**src/rtl/key_pkg.sv**
```systemverilog
// Shared types and constants for the key event queue.
package key_pkg;

    // Auto-repeat controller states
    typedef enum logic [1:0] {
        IDLE,
        DELAY,
        REPEAT
    } rep_state_t;

    localparam int DEF_N_KEYS = 12;
    localparam int DEF_CODE_W = $clog2(DEF_N_KEYS);

    // Event entry layout: {repeat, code}
    localparam int CODE_OFS = 0;

    function automatic int entry_w(input int code_w);
        return code_w + 1;
    endfunction

    function automatic int repeat_ofs(input int code_w);
        return code_w;
    endfunction

endpackage

```
**src/rtl/key_debounce.sv**
```systemverilog
// Single key line: two-flop synchroniser followed by a tick-sampled debouncer.
module key_debounce
    import key_pkg::*;
#(
    parameter int STABLE_SAMPLES = 4
) (
    input  logic clk_raw,
    input  logic rst,
    input  logic tick,
    input  logic key_raw,
    output logic key_stable
);

    localparam int CNT_W = $clog2(STABLE_SAMPLES + 1);

    logic             sync_p0;
    logic             sync_p1;
    logic [CNT_W-1:0] cnt;

    // Bring the asynchronous key line into the clk_raw domain
    always_ff @(posedge clk_raw) begin
        if (rst) begin
            sync_p0 <= 1'b0;
            sync_p1 <= 1'b0;
        end else begin
            sync_p0 <= key_raw;
            sync_p1 <= sync_p0;
        end
    end

    // Count consecutive differing samples; flip the stable level once enough agree
    always_ff @(posedge clk_raw) begin
        if (rst) begin
            cnt        <= '0;
            key_stable <= 1'b0;
        end else if (tick) begin
            if (sync_p1 != key_stable) begin
                if (cnt == CNT_W'(STABLE_SAMPLES - 1)) begin
                    key_stable <= ~key_stable;
                    cnt        <= '0;
                end else begin
                    cnt <= cnt + 1'b1;
                end
            end else begin
                cnt <= '0;
            end
        end
    end

endmodule

```
**src/rtl/key_event_queue.sv**
```systemverilog
// Debounced key scanner producing press and auto-repeat events into a small FIFO.
module key_event_queue
    import key_pkg::*;
#(
    parameter  int N_KEYS          = DEF_N_KEYS,
    parameter  int DEBOUNCE_CYCLES = 100000,
    parameter  int STABLE_SAMPLES  = 4,
    parameter  int REPEAT_DELAY    = 50,
    parameter  int REPEAT_PERIOD   = 10,
    parameter  int FIFO_DEPTH      = 4,
    localparam int CODE_W          = $clog2(N_KEYS)
) (
    input  logic              clk_raw,
    input  logic              rst,
    input  logic [N_KEYS-1:0] keystroke,
    output logic [N_KEYS-1:0] key_stable,
    output logic              ev_valid,
    input  logic              ev_ready,
    output logic [CODE_W-1:0] ev_code,
    output logic              ev_repeat,
    output logic              repeat_dropped
);

    localparam int TCNT_W  = $clog2(DEBOUNCE_CYCLES + 1);
    localparam int RMAX    = (REPEAT_DELAY > REPEAT_PERIOD) ? REPEAT_DELAY : REPEAT_PERIOD;
    localparam int RCNT_W  = $clog2(RMAX + 1);
    localparam int ENTRY_W = entry_w(CODE_W);
    localparam int REP_OFS = repeat_ofs(CODE_W);
    localparam int PTR_W   = $clog2(FIFO_DEPTH);

    logic [TCNT_W-1:0]  tcnt;
    logic               tick;
    logic [N_KEYS-1:0]  stable_prev;
    logic [N_KEYS-1:0]  pending;
    logic [N_KEYS-1:0]  press_mask;
    logic               press_any;
    logic [CODE_W-1:0]  press_code;
    logic               push_press;
    logic               push_rep;
    logic               push;
    logic               pop;
    logic               full;
    logic [ENTRY_W-1:0] push_entry;

    rep_state_t         state, state_n;
    logic [CODE_W-1:0]  held, held_n;
    logic [RCNT_W-1:0]  rcnt, rcnt_n;
    logic               repeat_req, req_n;
    logic               drop_n;
    logic               fire;

    logic [ENTRY_W-1:0] mem [FIFO_DEPTH];
    logic [PTR_W-1:0]   wr_ptr;
    logic [PTR_W-1:0]   rd_ptr;
    logic [PTR_W:0]     count;

    assign tick = (tcnt == TCNT_W'(DEBOUNCE_CYCLES - 1));

    // Free-running sample tick shared by all debouncers and the repeat timer
    always_ff @(posedge clk_raw) begin
        if (rst) tcnt <= '0;
        else     tcnt <= tick ? '0 : tcnt + 1'b1;
    end

    for (genvar g = 0; g < N_KEYS; g++) begin : g_key
        key_debounce #(
            .STABLE_SAMPLES(STABLE_SAMPLES)
        ) u_deb (
            .clk_raw   (clk_raw),
            .rst       (rst),
            .tick      (tick),
            .key_raw   (keystroke[g]),
            .key_stable(key_stable[g])
        );
    end

    // Latch rising debounced edges as pending presses until the FIFO takes them
    always_ff @(posedge clk_raw) begin
        if (rst) begin
            stable_prev <= '0;
            pending     <= '0;
        end else begin
            stable_prev <= key_stable;
            pending     <= (pending | (key_stable & ~stable_prev)) & ~press_mask;
        end
    end

    // Pick the lowest-index pending press, else the repeat request
    always_comb begin
        press_any  = 1'b0;
        press_code = '0;
        press_mask = '0;
        for (int i = N_KEYS - 1; i >= 0; i--) begin
            if (pending[i]) begin
                press_any  = 1'b1;
                press_code = CODE_W'(i);
                press_mask = '0;
                press_mask[i] = 1'b1;
            end
        end
        full       = (count == (PTR_W+1)'(FIFO_DEPTH));
        push_press = press_any && !full;
        push_rep   = !press_any && repeat_req && !full;
        push       = push_press || push_rep;
        push_entry = push_rep ? {1'b1, held} : {1'b0, press_code};
        if (!push_press) press_mask = '0;
        pop        = ev_valid && ev_ready;
    end

    // Repeat controller state register
    always_ff @(posedge clk_raw) begin
        if (rst) begin
            state          <= IDLE;
            held           <= '0;
            rcnt           <= '0;
            repeat_req     <= 1'b0;
            repeat_dropped <= 1'b0;
        end else begin
            state          <= state_n;
            held           <= held_n;
            rcnt           <= rcnt_n;
            repeat_req     <= req_n;
            repeat_dropped <= drop_n;
        end
    end

    // Repeat controller next state: a press restarts the delay for that key
    always_comb begin
        state_n = state;
        held_n  = held;
        rcnt_n  = rcnt;
        req_n   = repeat_req;
        drop_n  = repeat_dropped;
        fire    = 1'b0;
        if (push_rep) req_n = 1'b0;
        if (push_press) begin
            held_n  = press_code;
            rcnt_n  = '0;
            state_n = DELAY;
            // An outstanding repeat belongs to the previously held key
            req_n   = 1'b0;
        end else begin
            case (state)
                DELAY: begin
                    if (!key_stable[held]) begin
                        state_n = IDLE;
                        req_n   = 1'b0;
                    end else if (tick) begin
                        if (rcnt == RCNT_W'(REPEAT_DELAY - 1)) begin
                            fire    = 1'b1;
                            rcnt_n  = '0;
                            state_n = REPEAT;
                        end else begin
                            rcnt_n = rcnt + 1'b1;
                        end
                    end
                end
                REPEAT: begin
                    if (!key_stable[held]) begin
                        state_n = IDLE;
                        req_n   = 1'b0;
                    end else if (tick) begin
                        if (rcnt == RCNT_W'(REPEAT_PERIOD - 1)) begin
                            fire   = 1'b1;
                            rcnt_n = '0;
                        end else begin
                            rcnt_n = rcnt + 1'b1;
                        end
                    end
                end
                default: ;
            endcase
            if (fire) begin
                if (repeat_req && full) drop_n = 1'b1;
                req_n = 1'b1;
            end
        end
    end

    // Show-ahead event FIFO; a full FIFO refuses pushes even when popping
    always_ff @(posedge clk_raw) begin
        if (rst) begin
            wr_ptr <= '0;
            rd_ptr <= '0;
            count  <= '0;
            for (int i = 0; i < FIFO_DEPTH; i++) mem[i] <= '0;
        end else begin
            if (push) begin
                mem[wr_ptr] <= push_entry;
                wr_ptr      <= wr_ptr + 1'b1;
            end
            if (pop) rd_ptr <= rd_ptr + 1'b1;
            case ({push, pop})
                2'b10:   count <= count + 1'b1;
                2'b01:   count <= count - 1'b1;
                default: count <= count;
            endcase
        end
    end

    assign ev_valid  = (count != '0);
    assign ev_code   = mem[rd_ptr][CODE_OFS +: CODE_W];
    assign ev_repeat = mem[rd_ptr][REP_OFS];

endmodule

```
**config.mk**
```make
export PLATFORM = sky130hd
export DESIGN_NAME = key_event_queue
export DESIGN_NICKNAME = d
export VERILOG_FILES = /design/src/rtl/key_pkg.sv /design/src/rtl/key_debounce.sv /design/src/rtl/key_event_queue.sv
export SDC_FILE = /design/constraint.sdc
export NUM_CORES = 1
export LEC_CHECK = 0
export ABC_AREA = 1
export ABC_CLOCK_PERIOD_IN_PS = 5000
export BUFFER_PORTS_ARGS = -buffer_cell sky130_fd_sc_hd__buf_2
export CAP_MARGIN = 10
export CORE_MARGIN = 2
export CORE_UTILIZATION = 45
export CTS_BUF_LIST = sky130_fd_sc_hd__clkbuf_4
export DETAILED_ROUTE_END_ITERATION = 10
export PLACE_DENSITY_LB_ADDON = 0.3
export SLEW_MARGIN = 40
export SYNTH_ARGS = -nofsm -noshare
export SYNTH_HDL_FRONTEND = slang
export SYNTH_SLANG_ARGS = --single-unit
export TNS_END_PERCENT = 20
```
**constraint.sdc**
```tcl
create_clock -name clk_raw -period 5 [get_ports clk_raw]
set_input_delay 0.25 -clock clk_raw [delete_from_list [all_inputs] [get_ports clk_raw]]
set_output_delay 0.25 -clock clk_raw [all_outputs]
set_load 0.05 [all_outputs]
```
* Yosys cells after proc, flatten, opt, wreduce, memory -nomap -nowiden
Memory sizes are Yosys's and may differ from the RTL's. A register that Yosys moved wholly into a read port is not among the register bits. Index checks and enable logic that the tools add are counted.
Word-level totals: memories kept 1, bits in registers 134, RAM bits 20, word-level logic and storage cells 272
Memories:
- mem | words 4, width 5, rd ports 1, clocked after Yosys merged registers in 1, wr ports 4, RTL line key_event_queue.sv:52 | logic [ENTRY_W-1:0] mem [FIFO_DEPTH];
Operators by class: $add $sub $neg 18, reductions and logical operators 32, eq/ne operators 42, bitwise operators 18, magnitude comparators 1, multiplexer cells 100
Operator list (count):
- $mux 12 | 13
- $mux 3 | 24
- $mux 4 | 12
- $add 3x1->3 const B | 13
- $reduce_and 3->1 | 13
- $eq 3x2->1 const B | 12
- $mux 6 | 6
- $mux 1 | 31
- $and 12x12->12 | 2
- $not 12->12 | 2
- $add 17x1->17 const B | 1
- $eq 17x17->1 const B | 1
- $mux 2 | 7
- $not 1->1 | 13
- $ne 1x1->1 | 12
- $or 12x12->12 | 1
- $pmux 6 s2 | 1
- $mux 5 | 2
- $ne 2x2->1 const B | 5
- $ne 3x3->1 const B | 3
- $ne 4x4->1 const B | 2
- $reduce_and 4->1 | 2
- $add 6x1->6 const B | 1
- $eq 6x4->1 const B | 1
- 19 further kinds | 31

* Longest topological paths before layout
Gate-level depths: netlist (run 1).
depth after elaboration 21, gate-level depth with buffers 15, gate-level depth less buffers 15

* Cells and area by module
Synthesis (run 1) repeated with hierarchy kept, for this count alone.
Unflattened totals: cells, all modules 982, area total of the unflattened synthesis 7343.3 um2
Modules (own cells, without submodules):
- key_event_queue | area an instance 4100.2 um2, cells each 526, times used 1
- key_debounce | area an instance 270.3 um2, cells each 38, times used 12

* Worst setup path before layout (run 1)
No wires, ideal clock.
path kind reg-to-reg, start register count[0], end register count[2], path slack 2.858 ns, data arrival time 2.020 ns, cell stages (with the launch flop) 12, required time 4.878 ns, path buffers 0, cell sequence dfxtp_1 inv_1 nand3_1 nand2_1 inv_1 ha_1 inv_1 fa_1 a21oi_1 o21ai_0 o21ai_0 a21oi_1
Between the ends: elaborated cells on any way between the ends 13, those cells by class 2 x add/sub; 3 x eq/ne; 1 x mux; 7 x reduce/logical
RTL lines:
- start: declaration | RTL line key_event_queue.sv:55 | logic [PTR_W:0] count;
- start signal: assignment | RTL line key_event_queue.sv:194 | 2'b10: count <= count + 1'b1;
- start signal: assignment | RTL line key_event_queue.sv:195 | 2'b01: count <= count - 1'b1;
- start signal: assignment | RTL line key_event_queue.sv:196 | default: count <= count;
- $reduce_bool 3->1 (*) | RTL line key_event_queue.sv:201 | assign ev_valid = (count != '0);
- named net ev_valid | RTL line key_event_queue.sv:17 | output logic ev_valid,
- $logic_and 1x1->1 (*) | RTL line key_event_queue.sv:107 | pop = ev_valid && ev_ready;
- named net pop | RTL line key_event_queue.sv:41 | logic pop;
- $eq 2x1->1 / $eq 2x2->1 (equally long branches) | RTL line key_event_queue.sv:193 | case ({push, pop})
- $pmux 3 s2 / $reduce_bool 2->1 (equally long branches)
The timed path passes the listed nets; every way through them passes the cells marked *. A chain may end at the register's enable or synchronous reset.

* Worst setup path in the final report (run 1)
start register pending[2], end register count[2]
Between the ends: word-level cells in the longest chain between the ends 9, elaborated cells on any way between the ends 12, those cells by class 2 x eq/ne; 4 x mux; 6 x reduce/logical
Ends and longest elaborated chain:
- start: declaration | RTL line key_event_queue.sv:34 | logic [N_KEYS-1:0] pending;
- start signal: assignment | RTL line key_event_queue.sv:84 | pending <= (pending | (key_stable & ~stable_prev)) & ~press_mask;
- $mux 1 (*) (3 in series) | RTL line key_event_queue.sv:94 | if (pending[i]) begin
- $logic_not 1->1 | RTL line key_event_queue.sv:103 | push_rep = !press_any && repeat_req && !full;
- $logic_and 1x1->1 (2 in series) | RTL line key_event_queue.sv:103
- $logic_or 1x1->1 (*) | RTL line key_event_queue.sv:104 | push = push_press || push_rep;
- $eq 2x1->1 / $eq 2x2->1 (equally long branches) | RTL line key_event_queue.sv:193
- $pmux 3 s2 / $reduce_bool 2->1 (equally long branches)
Every way passes the cells marked *; elsewhere a longest branch is shown, timed or not.

==> results of run 1 <==
[synthesized netlist by cell type, types with 2 or more instances]
cell        n
a21oi_1    47
a31oi_1     3
and3_1      2
buf_2      10
buf_4      14
clkbuf_1    9
dfxtp_1   136
edfxtp_1   20
ha_1       18
inv_1     134
inv_2       6
nand2_1   100
nand2_2     9
nand2_4     3
nand3_1    67
nand3_2     2
nand3_4     3
nand4_1    18
nor2_1    129
nor2_2      9
nor2_4      4
nor3_1      6
nor3_2      3
nor3b_1     3
o211ai_1    5
o21a_1      2
o21ai_0    62
o21ai_1     4
o22ai_1    16
xor2_1     22
[state kept, by name (all words and copies together), names as in the netlist, named ones only]
| register | count |
|---|---|
| g_key.u_deb.cnt | 36 |
| mem | 20 |
| tcnt | 17 |
| g_key.u_deb.key_stable | 12 |
| g_key.u_deb.sync_p0 | 12 |
| g_key.u_deb.sync_p1 | 12 |
| pending | 12 |
| stable_prev | 12 |
| rcnt | 6 |
| held | 4 |
| count | 3 |
| rd_ptr | 2 |
| state | 2 |
| wr_ptr | 2 |
| repeat_dropped | 1 |
| repeat_req | 1 |
[kinds of logic after synthesis]
kind of cell             count (synthesis)  share of synthesized area
AO/OA/AOI/OAI                          143                      0.111
XOR/XNOR                                22                     0.0277
adder cells (fa/ha/maj)                 19                     0.0352
buffers and inverters                  176                      0.104
flip-flops                             156                      0.477
AND/OR/NAND/NOR                        362                      0.244
[worst max-delay path: stages (launching register included)]
cell	delay [ps]
dfxtp_1	350
nor2_1	160
nand2_2	110
nor2_4	100
nand2_2	70
nand2_2	130
nand2_4	80
inv_1	100
ha_1	150
inv_1	60
fa_1	370
a21oi_1	150
o21ai_0	110
o21ai_0	160
a21oi_1	50
[layout make-up]
class / instances / area, sq um
fill: 1478 / 7550
multi-input combinational: 546 / 2920
clock inverter: 12 / 124
timing repair buffer: 49 / 315
clock buffer: 18 / 135
antenna: 1 / 2.50
inverter: 142 / 534
sequential: 156 / 3320
tap: 188 / 235
[where the power goes]
| group | switching [mW] | total, mW | internal (mW) |
|---|---|---|---|
| logic | 0.0459 | 0.0689 | 0.0231 |
| registers | 0.00665 | 1.29 | 1.29 |
| clock network | 0.433 | 0.727 | 0.294 |
[path summary, 6_finish.rpt]
kind | startpoint | endpoint | slack, ps | depth (start not counted)
hold / removal | ev_ready | rd_ptr[0]$_SDFFE_PP0P_ | 60 | 4
setup / recovery | pending[2]$_SDFF_PP0_ | count[2]$_SDFFE_PP0P_ | 2750 | 14
setup reg to reg | pending[2]$_SDFF_PP0_ | count[2]$_SDFFE_PP0P_ | 2750 | 14
hold reg to reg | g_key[6].u_deb.sync_p0$_SDFF_PP0_ | g_key[6].u_deb.sync_p1$_SDFF_PP0_ | 410 | 2
[cell usage in the layout, fill, tap and decap left out, drive strengths merged, types with 3 or more instances in the layout]
cell | Yosys | routed
clkbuf | 9 | 18
dlygate4sd3 | 0 | 12
o22ai | 16 | 16
a31oi | 3 | 3
edfxtp | 20 | 20
nand3 | 72 | 72
dfxtp | 136 | 136
nor3 | 10 | 10
nand4 | 18 | 18
nand2 | 112 | 112
a21oi | 47 | 47
nor2 | 142 | 142
ha | 18 | 18
nor3b | 3 | 3
buf | 25 | 37
clkinv | 2 | 7
xor2 | 22 | 22
o21ai | 67 | 67
o211ai | 5 | 5
inv | 140 | 143
[timing repair]
action,4_1_cts,5_1_grt
setup buffers,0,0
hold buffers,12,0
hold endpoints to repair,12,0
[per-layer routing]
| metal | vias to the layer above | global-route usage |
|---|---|---|
| li1 | 2891 | - |
| met3 | 12 | 0.0437 |
| met2 | 90 | 0.285 |
| met1 | 2501 | 0.244 |
| met4 | 0 | 0.0562 |
| met5 | - | 0 |
==> reports/results.ini, run 1 <==
[run_status]
outcome = completed

[clock_network]
clockBufferDepth = 2
clock-root-buffer = clkbuf_4
clock_sinks = 156
h-tree-depth = 4
path_clk_slew_ps = 120
cts_buffers = 17
clkLatencyLatePin_ps = 550
cts_resized = 0
cts_tree = built

[setup_path]
worstSetupPathType = reg2reg
path_max_fanout = 4
cp-start-kind = flop
crit_path_end_kind = flop
cp_data_arrival_time_ps = 2700
critPathRequiredTime_ps = 5440

[cells_and_area]
stdcell_count = 1112
drive_gt1_frac = 0.119
design_area_sq_mm = 0.00759
finish.net_count = 946
fin_util = 0.501
area_growth_syn_to_layout_pct = 8.96

[floorplanning]
start_util = 0.460
placementRows = 45
fp.dieH_microns = 128
die_w_microns = 128
ioPinCount = 34
die_area_sq_mm = 0.0165
fp.coreArea_sq_mm = 0.0151

[grt]
grt_pass1_wl_microns = 24000
grt_usage = 0.180
gr-total-overflow = 0
grt_start_max_net_pins = 68
first_global_vias = 5098
antenna_found_initial = 1

[run]
drv_cap = 0

[timing]
slew_violations = 0
rsz0062_at_grt = false
whs_ps = 62.7
worst_slew_pin_slew_ps = 849
finalSetupTns_ps = 0
max_freq_mhz = 444
finalClockSkew_ps = 16.3
post-route-period-util = 0.451
period_needed_ps = 2250
max_slew_margin = 0.432
setup_ws_ps = 2750
finalSetupViolations = 0
finalHoldViolCount = 0

[place]
dpl-instance-area_sq_mm = 0.00721
pre_cts_ws_ps = 2750
portBuffers = 33
dp_cells = 1069
gp_congestion = 0.866
dp_hpwl_microns = 9540

[power_and_ir_drop]
total_power_mw = 2.09
power_leakage_nw = 3.15
power_density_mw_per_mm2 = 275
peakVddDrop_uv = 168

[synthesis]
syn_area_per_cell_sq_um = 7.93
ys_ff_latch = 156
yosysSeqAreaShare = 0.477
synth_area_sq_mm = 0.00697
synth_cell_type_count = 42
synth_warnings = 0
synth-main-ff-cell = dfxtp_1
synth_cells = 878
synthTopCellsByArea = dfxtp_1, edfxtp_1, inv_1, nor2_1, nand2_1
async_reset_ff_frac = 0
syn_nets = 912
yosysTopAreaCell = dfxtp_1
synth_top_area_frac = 0.391
synth-edff-count = 20

[route]
dr.max_layer_used = met4
wl_per_cell_microns = 12.4
drt-met1-wl_microns = 6690
ant_nets = 0
routed_wl_microns = 13800
dr.first_iter.drc_count = 378
met3_length_microns = 558
dr_wl_met2_microns = 6380
num_vias = 5494
via_per_inst = 4.94
drc = 0
dr.pass1.iters = 5

[hold_path]
hp-class = in2reg

No activity file was read; power rests on OpenSTA's default activity.
==> inputs of run 2 (changes only) <==
Settings changed: ABC_CLOCK_PERIOD_IN_PS 5000 to 2100.
Clock period 5 ns to 2.1 ns, I/O delays scaled along.
==> run 2 against run 1 <==
Net effect:
- setup slack worse by 2700 ps
- cell area up 4.0%
- sequential power up 140%
- total power up 140%
- clock skew up 0.81 ps
- register-to-register slack worse by 2700 ps
- critical path depth unchanged
- critical endpoint unchanged
- largest power group unchanged
- global-route usage up 0.10 points
- die area unchanged
- clock power rose to 2.5 times the previous value
- fmax up 12%
- combinational power rose to 2.5 times the previous value
==> reports/results.ini, run 2 (synthesized netlist as in run 1, its figures left out) <==
[run_status]
outcome = completed

[grt]
grt_start_max_net_pins = 42  ; -38%
gr-total-overflow = 0  ; unchanged
grt_pass1_wl_microns = 23800  ; -0.80%
antenna_found_initial = 1  ; unchanged
first_global_vias = 5103  ; +0.098%
grt_usage = 0.181  ; +0.00100

[setup_path]
reg2reg_slack_ps = 80  ; -2660 ps
worstSetupPathType = reg2reg
crit_path_end_kind = flop
cp_num_buf_inv = 2  ; unchanged
critPathRequiredTime_ps = 2560  ; -2880 ps
cp-start-kind = flop
reg2regPathDepth = 14  ; unchanged
cp_data_arrival_time_ps = 2480  ; -220 ps
path_max_fanout = 3  ; -1
crit_cells = 14  ; unchanged
path_cells = nor2_2 -> nand2_2 -> nor2_4 -> nand2_2 -> nand2_2 -> nand2_4 -> inv_4 -> ha_4 -> inv_2 -> fa_2 -> a21oi_2 -> o21ai_2 -> o21ai_1 -> a21oi_1
max_stage_delay_ps = 380  ; about the same
path_common_cell = nand2_2
cp_slowest_cell = fa_2
crit_family = simple AND/OR/NAND/NOR gates

[route]
dr.first_iter.drc_count = 369  ; -2.4%
routed_wl_microns = 14000  ; +1.6%
drt-met1-wl_microns = 6650  ; -0.61%
dr.pass1.iters = 7  ; +2
dr.max_layer_used = met4
drc = 0  ; unchanged
num_vias = 5589  ; +1.7%
dr_wl_met2_microns = 6730  ; +5.4%
via_per_inst = 4.90  ; -0.77%
wl_per_cell_microns = 12.3  ; -0.90%
ant_nets = 0  ; unchanged
met3_length_microns = 522  ; -6.5%

[cells_and_area]
drive_gt1_frac = 0.160  ; +0.0407
final_common_cell = inv_1
largest-register = g_key.u_deb.cnt
finish.net_count = 973  ; +2.9%
area_growth_syn_to_layout_pct = 13.3
design_area_sq_mm = 0.00790  ; +4.0%
top_regs = g_key.u_deb.cnt (36), mem (20), tcnt (17)
layout_common_cells = inv_1, dfxtp_1, nor2_1
largest_register_ffs = 36  ; unchanged

[clock_network]
h-tree-depth = 4  ; unchanged
clock_sinks = 156  ; unchanged
path_clk_slew_ps = 120  ; about the same
clkLatencyLatePin_ps = 560  ; about the same
cts_tree = built
cts_buffers = 17  ; unchanged
clock-root-buffer = clkbuf_4
clockBufferDepth = 2  ; unchanged

[timing]
post-route-period-util = 0.960  ; +0.509
finalClockSkew_ps = 17.1  ; +0.811 ps
worst_slew_pin_slew_ps = 489  ; -361 ps
finalSetupViolations = 0  ; unchanged
slew_violations = 0  ; unchanged
max_slew_margin = 0.673  ; +0.241
finalHoldViolCount = 0  ; unchanged
period_needed_ps = 2020  ; -238 ps
finalSetupTns_ps = 0  ; unchanged
max_freq_mhz = 496  ; +12%
rsz0062_at_grt = true

[power_and_ir_drop]
p_seq_frac = 0.603  ; -0.016
pwr-share-clk = 0.363  ; +0.015
power_switching_mw = 1.12  ; +130%
power_density_mw_per_mm2 = 646  ; +130%
internal_power_mw = 3.98  ; +150%
peakVddDrop_uv = 427  ; +150%
swShare = 0.220  ; -0.0123
p_comb_frac = 0.034  ; about the same
power_leakage_nw = 3.34  ; +6.0%

[hold_path]
hp-class = in2reg
holdPathStages = 4  ; unchanged

[floorplanning]
ioPinCount = 34  ; unchanged
die_w_microns = 128  ; unchanged
fp.coreArea_sq_mm = 0.0151  ; unchanged
die_area_sq_mm = 0.0165  ; unchanged
start_util = 0.460  ; unchanged
fp.dieH_microns = 128  ; unchanged
placementRows = 45  ; unchanged

[place]
gp_congestion = 0.876  ; +1.2%
dpl-instance-area_sq_mm = 0.00739  ; +2.6%
portBuffers = 33  ; unchanged
dp_hpwl_microns = 9540  ; about the same

[run]
drv_cap = 0  ; unchanged

==> run 2: what timing repair did <==
action | in CTS | in global routing
buffers inserted | 0 | 1
endpoints found under the setup margin | 1 | 2
gates resized for setup | 2 | 21
hold buffers | 15 | 0
pin swaps | 0 | 13
hold endpoints to repair | 19 | 0
==> run 2: metrics by stage <==
stage / total power, mW / setup slack (ps) / utilization / hold WS, ps / std cells
CTS: 5.16 / 12.4 / 0.517 / 224 / 1138
detailed placement: 3.30 / -2.49 / 0.488 / 310 / 1092
global placement: 3.30 / 11.0 / 0.488 / 304 / 1092
global route: 5.30 / -59.2 / 0.521 / 253 / 1140
floorplan: 3.25 / 55.8 / - / 212 / 878
finish: 5.10 / 84.2 / 0.521 / 276 / 1140
==> run 2: per-layer routing <==
layer | global-route usage | vias up
met5 | 0 | -
met3 | 0.0445 | 8
met4 | 0.0595 | 0
met1 | 0.239 | 2531
li1 | - | 2948
met2 | 0.292 | 102
==> run 2: worst reg2reg max path, cell delays in order, from the launching register on <==
cell and delay (ps):
dfxtp_2 340, nor2_2 120, nand2_2 90, nor2_4 120, nand2_2 80, nand2_2 90, nand2_4 70, inv_4 60
ha_4 120, inv_2 40, fa_2 380, a21oi_2 150, o21ai_2 70, o21ai_1 130, a21oi_1 50
==> run 2: final timing paths <==
kind,endpoint,start
worst max-delay path,count[2]$_SDFFE_PP0P_,pending[1]$_SDFF_PP0_
worst min-delay path,g_key[4].u_deb.sync_p0$_SDFF_PP0_,keystroke[4]
worst max register to register,count[2]$_SDFFE_PP0P_,pending[1]$_SDFF_PP0_
worst min register to register,g_key[2].u_deb.sync_p1$_SDFF_PP0_,g_key[2].u_deb.sync_p0$_SDFF_PP0_
==> run 2: power groups by stage <==
stage	combinational [mW]	clock, mW	sequential (mW)
final	0.174	1.85	3.08
after detailed placement	0.156	0	3.14
after CTS	0.176	1.90	3.08
after floorplan	0.109	0	3.14
after global placement	0.154	0	3.14
after global routing	0.195	2.02	3.08
==> run 2: cell type report <==
cell class                 count  area (sq um)
clock buffer                  21           158
clock inverter                10           125
sequential                   156          3330
tap                          188           235
inverter                     142           537
timing repair buffer          76           538
antenna                        1          2.50
fill                        1436          7250
multi-input combinational    546          2970
==> inputs of run 3 (changes only) <==
Settings changed: CORE_MARGIN 2 to unset, HOLD_SLACK_MARGIN set to 0.12, RECOVER_POWER set to 25.
==> run 3 against run 2 <==
Net effect:
- sequential share of layout area fell by 0.80 points
- setup slack better by 29 ps
- via count grew 0.86%
- critical endpoint unchanged
- first-iteration DRC count is 12% lower
- total power is 0.19% lower
- utilization up 1.1 points
==> reports/results.ini, run 3 (synthesized netlist as in run 1, its figures left out) <==
[floorplanning]
die_w_microns = 126  ; -1.6%
start_util = 0.460  ; unchanged
fp.coreArea_sq_mm = 0.0151  ; unchanged
ioPinCount = 34  ; unchanged
placementRows = 45  ; unchanged
fp.dieH_microns = 126  ; -1.6%
die_area_sq_mm = 0.0160  ; -3.1%

[cells_and_area]
stdcell_count = 1159  ; +1.7%
finish.net_count = 991  ; +1.8%
design_area_sq_mm = 0.00806  ; +2.1%
top_regs = g_key.u_deb.cnt (36), mem (20), tcnt (17)
drive_gt1_frac = 0.156  ; -0.00416
largest_register_ffs = 36  ; unchanged
area_growth_syn_to_layout_pct = 15.7
final_common_cell = inv_1
largest-register = g_key.u_deb.cnt
fin_util = 0.532  ; +0.0108
layout_common_cells = inv_1, nor2_1, dfxtp_1

[power_and_ir_drop]
power_leakage_nw = 3.40  ; +1.9%
p_comb_frac = 0.038  ; +0.004
pwr-share-clk = 0.359  ; -0.004
p_seq_frac = 0.604  ; about the same
power_switching_mw = 1.10  ; -1.9%
internal_power_mw = 3.99  ; +0.29%
peakVddDrop_uv = 442  ; +3.5%
swShare = 0.217  ; -0.00377
power_density_mw_per_mm2 = 632  ; -2.2%
total_power_mw = 5.09  ; -0.19%

[setup_path]
cp-start-kind = flop
cp_data_arrival_time_ps = 2430  ; -50 ps
crit_path_end_kind = flop
path_max_fanout = 3  ; unchanged
worstSetupPathType = reg2reg
critPathRequiredTime_ps = 2540  ; -20 ps

[run]
drv_cap = 0  ; unchanged

[timing]
post-route-period-util = 0.946  ; -0.0136
finalSetupViolations = 0  ; unchanged
period_needed_ps = 1990  ; -28.7 ps
max_slew_margin = 0.597  ; -0.0766
max_freq_mhz = 503  ; +1.4%
finalHoldViolCount = 0  ; unchanged
worst_slew_pin_slew_ps = 607  ; +119 ps
slew_violations = 0  ; unchanged
finalClockSkew_ps = 10.8  ; -6.31 ps

[place]
dp_cells = 1095  ; +0.27%
gp_congestion = 0.838  ; -4.4%
dp_hpwl_microns = 9840  ; +3.2%
portBuffers = 33  ; unchanged
dpl-instance-area_sq_mm = 0.00742  ; +0.30%

[clock_network]
clockBufferDepth = 2  ; unchanged
cts_buffers = 17  ; unchanged
clock-root-buffer = clkbuf_4
clkLatencyLatePin_ps = 550  ; about the same
h-tree-depth = 4  ; unchanged
path_clk_slew_ps = 120  ; about the same
clock_sinks = 156  ; unchanged
cts_tree = built

[route]
ant_nets = 0  ; unchanged
drc = 0  ; unchanged
wl_per_cell_microns = 12.3  ; -0.36%
num_vias = 5637  ; +0.86%
dr.pass1.iters = 7  ; unchanged
via_per_inst = 4.86  ; -0.79%
routed_wl_microns = 14200  ; +1.3%
dr.first_iter.drc_count = 325  ; -12%

[grt]
gr-total-overflow = 0  ; unchanged
grt_pass1_wl_microns = 24100  ; +1.1%
first_global_vias = 5232  ; +2.5%
grt_start_max_net_pins = 46  ; +9.5%
grt_usage = 0.189  ; +0.00811
antenna_found_initial = 1  ; unchanged

[run_status]
outcome = completed

[hold_path]
hp-class = reg2reg

## run 3: worst paths after layout
path,from,endpoint,slack [ps],cells after the start
setup / recovery,pending[1]$_SDFF_PP0_,count[2]$_SDFFE_PP0P_,110,14
hold / removal,g_key[1].u_deb.sync_p0$_SDFF_PP0_,g_key[1].u_deb.sync_p1$_SDFF_PP0_,400,2
setup reg to reg,pending[1]$_SDFF_PP0_,count[2]$_SDFFE_PP0P_,110,14
hold reg to reg,g_key[1].u_deb.sync_p0$_SDFF_PP0_,g_key[1].u_deb.sync_p1$_SDFF_PP0_,400,2
## run 3: layout make-up
class	instances	area [sq um]
clock buffers	21	158
fillers	1435	7090
inverters	142	537
flip-flops and latches	156	3340
multi-input cells	546	2980
clock inverters	11	125
repair buffers	94	691
well taps	188	235
diodes	1	2.50
## run 3: power by group through the flow
| stage | Sequential [mW] | Clock, mW | Combinational [mW] |
|---|---|---|---|
| floorplan | 3.14 | 0 | 0.109 |
| global placement | 3.14 | 0 | 0.156 |
| detailed placement | 3.14 | 0 | 0.157 |
| CTS | 3.08 | 1.88 | 0.194 |
| global route | 3.08 | 2.01 | 0.215 |
| finish | 3.08 | 1.83 | 0.192 |
## run 3: critical path: stages, from the launching register on
cell and delay, ps:
dfxtp_2 360, nor2_4 110, nand2_2 80, nor2_4 120, nand2_2 90, nand2_4 70
nand2_4 70, inv_4 70, ha_4 120, inv_2 40, fa_2 360, a21oi_2 110
o21ai_1 80, o21ai_1 130, a21oi_1 50
## run 3: what timing repair did
action | in CTS | in global routing
resized for setup | 4 | 25
hold endpoints to repair | 70 | 0
endpoints found under the setup margin | 1 | 2
hold buffers | 26 | 0
setup buffers | 0 | 5
pin swaps | 0 | 9
## run 3: per-layer routing
metal | share of wire | track usage
met1 | 0.47 | 0.231
met4 | 0.016 | 0.0709
met5 | 0 | 0
met3 | 0.031 | 0.0460
met2 | 0.48 | 0.322
## run 3: metrics by stage
| step | setup WS [ps] | setup TNS [ps] | hold slack, ps |
|---|---|---|---|
| 2_1_floorplan | 55.8 | 0 | 212 |
| 3_3_place_gp | 15.7 | 0 | 304 |
| 3_5_place_dp | -3.33 | -3.33 | 310 |
| 4_1_cts | 23.6 | 0 | 406 |
| 5_1_grt | -28.6 | -34.2 | 436 |
| 6_report | 113 | 0 | 405 |
